**src/rtl/spi_display_controller.sv**
```systemverilog
// SPI-slave command controller for the 4 LEDs and the single 7-seg digit, with a 0-F self-test fallback.
// Optional feature: define SPI_DISPLAY_ECHO_EN to make miso echo the last decoded command byte.
module spi_display_controller #(
  parameter int TICK_DIV     = 399_999,
  parameter int IDLE_TIMEOUT = 8,
  parameter int SYNC_STAGES  = 2
) (
  input  logic       FPGA_clk,
  input  logic       FPGA_reset,
  input  logic       arduino_sclk,
  input  logic       arduino_mosi,
  input  logic       arduino_ss_n,
  output logic       fpga_physical_miso,
  output logic [3:0] display_value,
  output logic       display_blank,
  output logic [3:0] led_value,
  output logic       mode_selftest,
  output logic       frame_err
);
  localparam int DIV_W = (TICK_DIV > 0) ? $clog2(TICK_DIV + 1) : 1;
  localparam int TMO_W = (IDLE_TIMEOUT > 0) ? $clog2(IDLE_TIMEOUT + 1) : 1;
  localparam logic [DIV_W-1:0] DIV_MAX = DIV_W'(TICK_DIV);
  localparam logic [TMO_W-1:0] TMO_MAX = TMO_W'(IDLE_TIMEOUT);

  typedef enum logic [1:0] {S_IDLE = 2'd0, S_SHIFT = 2'd1, S_DECODE = 2'd2} state_t;

  logic [SYNC_STAGES-1:0] r_sclk_sync, r_mosi_sync, r_ss_sync;
  logic                   r_sclk_d, r_ss_d;
  state_t                 r_state;
  logic [7:0]             r_shift;
  logic [3:0]             r_bit_cnt;
  logic                   r_overrun;
  logic [6:0]             r_tx;
  logic                   r_miso;
  logic [DIV_W-1:0]       r_div;
  logic [3:0]             r_count;
  logic [TMO_W-1:0]       r_tmo;
  logic [3:0]             r_disp, r_led;
  logic                   r_blank, r_selftest, r_ferr;
`ifdef SPI_DISPLAY_ECHO_EN
  logic [7:0]             r_echo;
`endif

  logic       w_sclk, w_mosi, w_ss;
  logic       w_sclk_rise, w_sclk_fall, w_ss_rise, w_ss_fall;
  logic       w_tick, w_valid_dec;
  logic [3:0] w_count_nxt;
  logic [7:0] w_tx_load;

  assign w_sclk      = r_sclk_sync[SYNC_STAGES-1];
  assign w_mosi      = r_mosi_sync[SYNC_STAGES-1];
  assign w_ss        = r_ss_sync[SYNC_STAGES-1];
  assign w_sclk_rise = w_sclk & ~r_sclk_d;
  assign w_sclk_fall = ~w_sclk & r_sclk_d;
  assign w_ss_rise   = w_ss & ~r_ss_d;
  assign w_ss_fall   = ~w_ss & r_ss_d;
  assign w_tick      = (r_div == DIV_MAX);
  assign w_count_nxt = r_count + 4'd1;
  assign w_valid_dec = (r_state == S_DECODE) && (r_shift[7:4] >= 4'h1) && (r_shift[7:4] <= 4'h5);
`ifdef SPI_DISPLAY_ECHO_EN
  assign w_tx_load   = r_echo;
`else
  assign w_tx_load   = {r_selftest, r_ferr, r_blank, 1'b0, r_disp};
`endif

  // Synchronisers reset low so a frame already open at reset release never produces an ss_n fall.
  always_ff @(posedge FPGA_clk or posedge FPGA_reset) begin
    if (FPGA_reset) begin
      r_sclk_sync <= '0;
      r_mosi_sync <= '0;
      r_ss_sync   <= '0;
      r_sclk_d    <= 1'b0;
      r_ss_d      <= 1'b0;
    end else begin
      r_sclk_sync <= {r_sclk_sync[SYNC_STAGES-2:0], arduino_sclk};
      r_mosi_sync <= {r_mosi_sync[SYNC_STAGES-2:0], arduino_mosi};
      r_ss_sync   <= {r_ss_sync[SYNC_STAGES-2:0], arduino_ss_n};
      r_sclk_d    <= w_sclk;
      r_ss_d      <= w_ss;
    end
  end

  // Frame FSM, tick divider, self-test count, idle timeout and display registers.
  always_ff @(posedge FPGA_clk or posedge FPGA_reset) begin
    if (FPGA_reset) begin
      r_state    <= S_IDLE;
      r_shift    <= 8'h00;
      r_bit_cnt  <= 4'd0;
      r_overrun  <= 1'b0;
      r_tx       <= 7'h00;
      r_miso     <= 1'b0;
      r_div      <= '0;
      r_count    <= 4'd0;
      r_tmo      <= '0;
      r_disp     <= 4'd0;
      r_led      <= 4'd0;
      r_blank    <= 1'b0;
      r_selftest <= 1'b0;
      r_ferr     <= 1'b0;
`ifdef SPI_DISPLAY_ECHO_EN
      r_echo     <= 8'h00;
`endif
    end else begin
      r_div <= w_tick ? '0 : r_div + DIV_W'(1);
      if (w_tick) begin
        r_count <= w_count_nxt;
      end
      if (w_tick && r_selftest) begin
        r_disp <= w_count_nxt;
        r_led  <= w_count_nxt;
      end
      // A valid frame in the same cycle as expiry wins, so expiry is only evaluated without one.
      if (w_valid_dec) begin
        r_tmo <= '0;
      end else if ((IDLE_TIMEOUT != 0) && w_tick && (r_tmo != TMO_MAX)) begin
        r_tmo <= r_tmo + TMO_W'(1);
        if ((r_tmo + TMO_W'(1)) == TMO_MAX) begin
          r_selftest <= 1'b1;
        end
      end

      case (r_state)
        S_IDLE: begin
          r_miso <= 1'b0;
          if (w_ss_fall) begin
            r_state   <= S_SHIFT;
            r_bit_cnt <= 4'd0;
            r_overrun <= 1'b0;
            r_tx      <= w_tx_load[6:0];
            r_miso    <= w_tx_load[7];
          end
        end
        S_SHIFT: begin
          if (w_ss_rise) begin
            r_miso <= 1'b0;
            if ((r_bit_cnt == 4'd8) && !r_overrun) begin
              r_state <= S_DECODE;
            end else begin
              r_ferr  <= 1'b1;
              r_state <= S_IDLE;
            end
          end else begin
            if (w_sclk_rise) begin
              r_shift <= {r_shift[6:0], w_mosi};
              if (r_bit_cnt == 4'd8) begin
                r_overrun <= 1'b1;
              end else begin
                r_bit_cnt <= r_bit_cnt + 4'd1;
              end
            end
            if (w_sclk_fall) begin
              r_tx   <= {r_tx[5:0], 1'b0};
              r_miso <= r_tx[6];
            end
          end
        end
        S_DECODE: begin
          r_state <= S_IDLE;
          r_miso  <= 1'b0;
          case (r_shift[7:4])
            4'h1: begin
              r_disp     <= r_shift[3:0];
              r_selftest <= 1'b0;
            end
            4'h2: begin
              r_led      <= r_shift[3:0];
              r_selftest <= 1'b0;
            end
            4'h3: r_blank <= r_shift[0];
            4'h4: begin
              r_selftest <= r_shift[0];
              if (r_shift[0]) begin
                r_count <= 4'd0;
              end
            end
            4'h5: r_ferr <= 1'b0;
            default: r_ferr <= 1'b1;
          endcase
`ifdef SPI_DISPLAY_ECHO_EN
          if (w_valid_dec) begin
            r_echo <= r_shift;
          end
`endif
        end
        default: begin
          r_state <= S_IDLE;
          r_miso  <= 1'b0;
        end
      endcase
    end
  end

  assign fpga_physical_miso = r_miso;
  assign display_value      = r_disp;
  assign display_blank      = r_blank;
  assign led_value          = r_led;
  assign mode_selftest      = r_selftest;
  assign frame_err          = r_ferr;
endmodule
```
**config.mk**
```make
export PLATFORM = sky130hd
export DESIGN_NAME = spi_display_controller
export DESIGN_NICKNAME = d
export VERILOG_FILES = /design/src/rtl/spi_display_controller.sv
export SDC_FILE = /design/constraint.sdc
export NUM_CORES = 1
export LEC_CHECK = 0
export ABC_AREA = 1
export BUFFER_PORTS_ARGS = -buffer_cell sky130_fd_sc_hd__buf_2
export CORE_UTILIZATION = 35
export CTS_CLUSTER_DIAMETER = 150
export DETAILED_ROUTE_END_ITERATION = 10
export GPL_TIMING_DRIVEN = 0
export PLACE_DENSITY = 0.55
export SYNTH_ARGS = -nofsm -noshare
export SYNTH_HDL_FRONTEND = slang
export SYNTH_SLANG_ARGS = --single-unit
```
**constraint.sdc**
```tcl
create_clock -name FPGA_clk -period 2.85 [get_ports FPGA_clk]
set_input_delay 0.4275 -clock FPGA_clk [delete_from_list [all_inputs] [get_ports FPGA_clk]]
set_output_delay 0.4275 -clock FPGA_clk [all_outputs]
set_load 0.01 [all_outputs]
```
==> flow_summary_export.csv, run 1 <==
group,metric,value,unit
run_status,status,"finished, final reports clean",
min_path,min_path_type,"in2reg",
cells_and_area,most-common-layout-cells,"107 x nand2_1, 69 x dfrtp_1, 66 x inv_1",
min_path,hp-start,"arduino_mosi",
placement,gp_congestion,0.808,
clock_tree,cts_max_level,3,
synth,ys_types,29,
clock_tree,cts_max_path_buffers,2,
synth,ys.warnings.count,0,
pwr,power,2.41,mW
synth,syn_nets,448,
pwr,p_sw_share,29.3,%
global_route,grt-ovfl-total,0,
pwr,power_frac_seq,48.6,%
worst_setup_path,r2r-end,"r_div[18]",
detailed_routing,drc,0,
detailed_routing,vias,2822,
sta,min_period,1.77,ns
clock_tree,postCtsHoldBufs,0,
run,drv_cap,0,
cells_and_area,drive_gt1_share,11.1,%
worst_setup_path,cp.required,3.08,ns
synth,synth_cells,437,
die,die_y,101,um
clock_tree,root_buffer,"clkbuf_8",
clock_tree,clkTransAtPathRegs,0.08,ns
cells_and_area,nets,475,
pwr,internal-power,1.71,mW
pwr,comb_power_share,13.1,%
placement,port_buffers,16,
worst_setup_path,worstSetupEndpoint,"r_div[18]",
detailed_routing,ant_nets,0,
clock_tree,insertion_delay,0.35,ns
die,die_w,101,um
die,ios,17,
clock_tree,cts_sinks,69,
worst_setup_path,r2r_start,"r_div[0]",
clock_tree,cts_tree,"yes",
synth,synth_area_leader_cell,"dfrtp_1",
global_route,first_global_vias,2694,
clock_tree,cts_setup_buffers,0,
synth,synth-edff-count,0,
worst_setup_path,cp.arrival,2.00,ns
sta,max_freq,0.566,GHz
worst_setup_path,crit_path_start_kind,"register",
die,rows,35,
sta,worst_pin_slew,0.846,ns
die,start_util,36.7,%
worst_setup_path,r2r_slack,1.08,ns
sta,rsz0062_at_grt,"false",
worst_setup_path,crit_path_max_fanout,10,
clock_tree,postCtsResizedCells,0,
synth,ys.flop_type,"dfrtp_1",
clock_tree,cts_buffers,9,
global_route,grtUsageTotal,15.9,%
worst_setup_path,cp-end-kind,"register",
die,die-area,0.0103,sq mm
detailed_routing,drt-vias-per-instance,4.72,
global_route,grt_first_pass_wirelength,12700,um
sta,hold_viol_final,0,
sta,setup_violations,0,
pwr,p_leak,2.02,nW
detailed_routing,wire_per_inst,12.1,um
placement,dp_hpwl,5280,um
cells_and_area,syn_to_final_growth,13.6,%
synth,async_flop_share,100,%
cells_and_area,layout_commonest_cell,"nand2_1",
sta,fin_skew,0.0154,ns
min_path,whs_path_depth,1,
cells_and_area,fill_cells,945,
synth,ys_top_cells_by_area,"dfrtp_1 50%, nand2_1 12%, inv_1 7.3%",
pwr,clkPwrFrac,38.2,%
pwr,ir_worst_vdd,0.347,mV
sta,slew_headroom,43.6,%
cells_and_area,num_antenna_cells,0,
pwr,p_sw,707,uW
synth,seq_area_frac_synth,49.9,%
global_route,grt_max_degree,70,
worst_setup_path,ff2ff_path_depth,9,
sta,slew_viol_final,0,
detailed_routing,drt_iter0_drc,163,
synth,syn_area_per_cell,7.91,sq um
synth,ys_ff_latch,69,
synth,yosysTopAreaCellShare,49.9,%
synth,synth_area,0.00346,sq mm
sta,setup_tns,0,ns
global_route,antenna_found_initial,0,
pwr,powerDensity,614,mW/mm^2
worst_setup_path,criticalPathCategory,"reg2reg",
die,core,0.00942,sq mm
detailed_routing,first_pass_iters,4,
detailed_routing,wl,7250,um
sta,final.period_utilization,61.9,%
worst_setup_path,critPathLaunch,"r_div[0]",
[power by group through the flow]
stage               registers [mW]  logic (mW)  clock network, mW
floorplan                     1.17       0.251                  0
global placement              1.19       0.313                  0
detailed placement            1.19       0.317                  0
CTS                           1.17       0.321              0.942
global route                  1.19       0.383              0.985
finish                        1.17       0.317              0.923
[cell families (layout without fill, tap and decap cells)]
group                      count (synthesis)  count (layout)  synth area share [%]
muxes                                      1               1                 0.326
xor gates and xnor gates                  11              11                  2.79
buffers and inverters                     77             109                  8.68
and+or+nand+nor                          222             222                  28.2
AOI/OAI and AO/OA                         51              51                  7.92
DFF                                       69              69                  49.9
adders and majority gates                  6               6                  2.17
[critical path, stage by stage (launching register included)]
cell	delay (ns)
dfrtp_1	0.46
ha_1	0.26
nand3_2	0.14
nor2_4	0.19
buf_6	0.17
nand4_1	0.08
nor2_1	0.15
nand3_1	0.08
nand2_1	0.07
nor2_1	0.04
[sequential cells by signal (all words and copies together) (netlist names), 4 cells and up]
signal / cells
r_tmo: 4
r_bit_cnt: 4
led_value: 4
r_tx: 7
display_value: 4
r_shift: 8
r_count: 4
r_div: 19
[through the flow]
| stage | hold slack (ns) | area, sq um | setup slack [ns] | util [%] | instances |
|---|---|---|---|---|---|
| final | 0.177 | 3930 | 1.08 | 41.7 | 598 |
| after global routing | 0.155 | 3930 | 0.959 | 41.7 | 598 |
| after CTS | 0.164 | 3930 | 1.09 | 41.7 | 598 |
| after detailed placement | 0.336 | 3700 | 1.11 | 39.3 | 582 |
| after global placement | 0.334 | 3700 | -0.278 | 39.3 | 582 |
| after floorplan | 0.331 | 3460 | 0.683 | - | 437 |
[final cells by class]
class                           count  area (sq um)  share of cell area, %
Multi-Input combinational cell    291          1430                   36.4
Tap cell                          129           161                   4.11
Buffer                              4          26.3                  0.669
Timing Repair Buffer               16          80.1                   2.04
Clock inverter                      7           104                   2.64
Inverter                           73           277                   7.04
Clock buffer                        9           124                   3.15
Sequential cell                    69          1730                   43.9
[worst min-delay path by stage]
stage	end	slack (ns)
final	r_mosi_sync[0]	0.18
after global routing	r_mosi_sync[0]	0.16
after CTS	r_mosi_sync[0]	0.16
after detailed placement	r_sclk_sync[1]	0.34
after global placement	r_sclk_sync[1]	0.33
after floorplan	r_mosi_sync[1]	0.33
[synth_stat cells, types with 2 or more instances]
cell type  number
inv_2           5
nand3_2         3
dfrtp_1        69
nor3_1          6
a21oi_1        10
nor2_1         47
o21ai_1         8
clkbuf_1        2
ha_1            6
o211ai_1        4
nor2_2          5
xor2_1         11
o21ai_0        25
nand2_1       107
inv_1          67
nand3_1        35
nand4_1        15
[per-layer routing]
layer / global-route usage, % / vias to the layer above / share of wire, %
li1: - / 1450 / -
met1: 22.3 / 1311 / 50
met2: 24.3 / 49 / 45
met3: 2.76 / 12 / 2.9
met4: 6.69 / 0 / 1.7
met5: 0 / - / 0
Power figures use the tool's default switching activity.
==> run 2, diff against run 1 <==
==> constraint.sdc (replaced) <==
create_clock -name FPGA_clk -period 1.65 [get_ports FPGA_clk]
set_input_delay 0.2475 -clock FPGA_clk [delete_from_list [all_inputs] [get_ports FPGA_clk]]
set_output_delay 0.2475 -clock FPGA_clk [all_outputs]
set_load 0.01 [all_outputs]
==> run 2 against run 1 <==
Critical path depth decreased by 1; cell area is 4.2% higher; power up 67%; critical endpoint is now r_count[3]; largest cell class unchanged; largest power group unchanged.
==> flow_summary_export.csv, run 2 (synthesis results as in run 1) <==
group,metric,value,unit
worst_setup_path,ff2ff_path_depth,8,
detailed_routing,ant_nets,0,
sta,setup_violations,0,
die,ios,17,
sta,slew_headroom,39.4,%
cells_and_area,syn_to_final_growth,18.4,%
die,die_y,101,um
worst_setup_path,r2r_slack,0.11,ns
clock_tree,root_buffer,"clkbuf_8",
worst_setup_path,crit_path_max_fanout,8,
clock_tree,insertion_delay,0.34,ns
clock_tree,cts_max_level,3,
sta,min_period,1.54,ns
detailed_routing,wl,7520,um
clock_tree,cts_sinks,69,
cells_and_area,nets,486,
worst_setup_path,r2r-end,"r_count[3]",
placement,gp_congestion,0.837,
worst_setup_path,cp.required,1.91,ns
die,rows,35,
die,die-area,0.0103,sq mm
cells_and_area,reg_top3,"r_div: 19 flops, r_shift: 8 flops, r_tx: 7 flops",
sta,hold_viol_final,0,
global_route,grt_first_pass_wirelength,12600,um
cells_and_area,drive_gt1_share,14.8,%
global_route,grt-ovfl-total,0,
placement,dp_hpwl,5430,um
worst_setup_path,crit_path_start_kind,"register",
die,die_w,101,um
placement,placed_area,0.00372,sq mm
worst_setup_path,r2r_start,"r_div[1]",
clock_tree,cts_buffers,9,
pwr,ir_worst_vdd,0.593,mV
pwr,p_leak,2.08,nW
sta,fin_skew,0.0118,ns
sta,max_freq,0.651,GHz
min_path,min_path_type,"in2reg",
sta,slew_viol_final,0,
cells_and_area,num_antenna_cells,0,
detailed_routing,drc,0,
run,drv_cap,0,
sta,final.period_utilization,93.1,%
worst_setup_path,criticalPathCategory,"reg2reg",
worst_setup_path,cp.arrival,1.80,ns
detailed_routing,first_pass_iters,4,
detailed_routing,vias,2869,
cells_and_area,largest_reg_flops,19,
sta,worst_pin_slew,0.907,ns
cells_and_area,layout_commonest_cell,"nand2_1",
die,start_util,36.7,%
die,core,0.00942,sq mm
sta,rsz0062_at_grt,"true",
clock_tree,cts_max_path_buffers,2,
min_path,whs_endpoint,"r_sclk_sync[0]",
global_route,grt_max_degree,42,
cells_and_area,fill_cells,961,
global_route,antenna_found_initial,0,
cells_and_area,largest_register,"r_div",
cells_and_area,most-common-layout-cells,"104 x nand2_1, 68 x dfrtp_1, 66 x inv_1",
worst_setup_path,cp-end-kind,"register",
cells_and_area,fin_area,0.00410,sq mm
clock_tree,clkTransAtPathRegs,0.08,ns
detailed_routing,drt_iter0_drc,199,
min_path,whs_path_depth,1,
global_route,grtUsageTotal,15.8,%
detailed_routing,drt-vias-per-instance,4.71,
run_status,status,"finished, final reports clean",
pwr,powerDensity,987,mW/mm^2
global_route,first_global_vias,2663,
pwr,power,4.04,mW
clock_tree,cts_tree,"yes",
placement,port_buffers,16,
min_path,hp-start,"arduino_sclk",
detailed_routing,wire_per_inst,12.3,um
run 2: cell types whose count changed in the layout (fill, tap and decap cells not counted), moves of 3 or more:
cell and delta:
nor2_2 -3, buf_4 +8, inv_6 -3, nor2_4 +5, nand2_2 +3, clkinvlp_4 +3, nand2_1 -3
run 2: worst max path at each step:
stage	from	end	slack, ns	cells past startpoint
global placement	r_div[0]	r_div[18]	-0.07	9
global route	r_state[0]	mode_selftest	-0.04	10
floorplan	r_div[0]	r_div[18]	0.17	9
detailed placement	r_div[0]	r_div[18]	-0.08	9
finish	r_div[1]	r_count[3]	0.11	8
CTS	r_div[1]	r_div[18]	0.01	9
run 2: layout make-up:
cell class                      instances  area, sq um  share of cell area (%)
Multi-Input combinational cell        291         1510                    36.9
Inverter                               73          278                    6.78
Clock inverter                          6         71.3                    1.74
Tap cell                              129          161                    3.94
Timing Repair Buffer                   27          180                    4.40
Buffer                                  4         28.8                   0.703
Clock buffer                           10          138                    3.36
Sequential cell                        69         1730                    42.2
run 2: routing by layer:
metal	vias up	track usage, %	routed length (um)
li1	1468	-	-
met3	6	2.42	226
met5	-	0	0
met4	0	6.47	94
met2	44	23.5	3340
met1	1351	23.0	3860
run 2: what timing repair did:
| action | in CTS | in global routing |
|---|---|---|
| resized for setup | 4 | 19 |
| hold buffers | 2 | 0 |
| endpoints found under the setup margin | 22 | 38 |
| pin swaps | 1 | 6 |
| endpoints found under the hold margin | 2 | 0 |
| buffers inserted | 1 | 7 |
run 2: worst max-delay path, stage by stage, from the launching register on:
cell,delay (ns)
dfrtp_1,0.39
ha_4,0.18
nand3_4,0.09
nor2_4,0.18
buf_4,0.16
nand3_4,0.13
inv_2,0.15
nand2_1,0.06
a21boi_1,0.12
run 2: metrics by stage:
step	cells	hold WS [ns]	TNS (ns)	setup WS, ns	util, %
global route	609	0.0000895	-0.0936	-0.0450	43.5
CTS	602	0.00452	0	0.0148	42.2
global placement	582	0.334	-0.418	-0.0671	39.3
detailed placement	583	0.339	-0.560	-0.0762	39.5
finish	609	0.0180	0	0.114	43.5
floorplan	437	0.279	0	0.168	-
run 2: report_power, final:
group / total [mW] / switching, mW / internal, mW / leakage, nW
clock: 1.44 / 0.695 / 0.750 / 0.0991
sequential: 2.03 / 0.138 / 1.89 / 0.902
combinational: 0.572 / 0.372 / 0.200 / 1.08
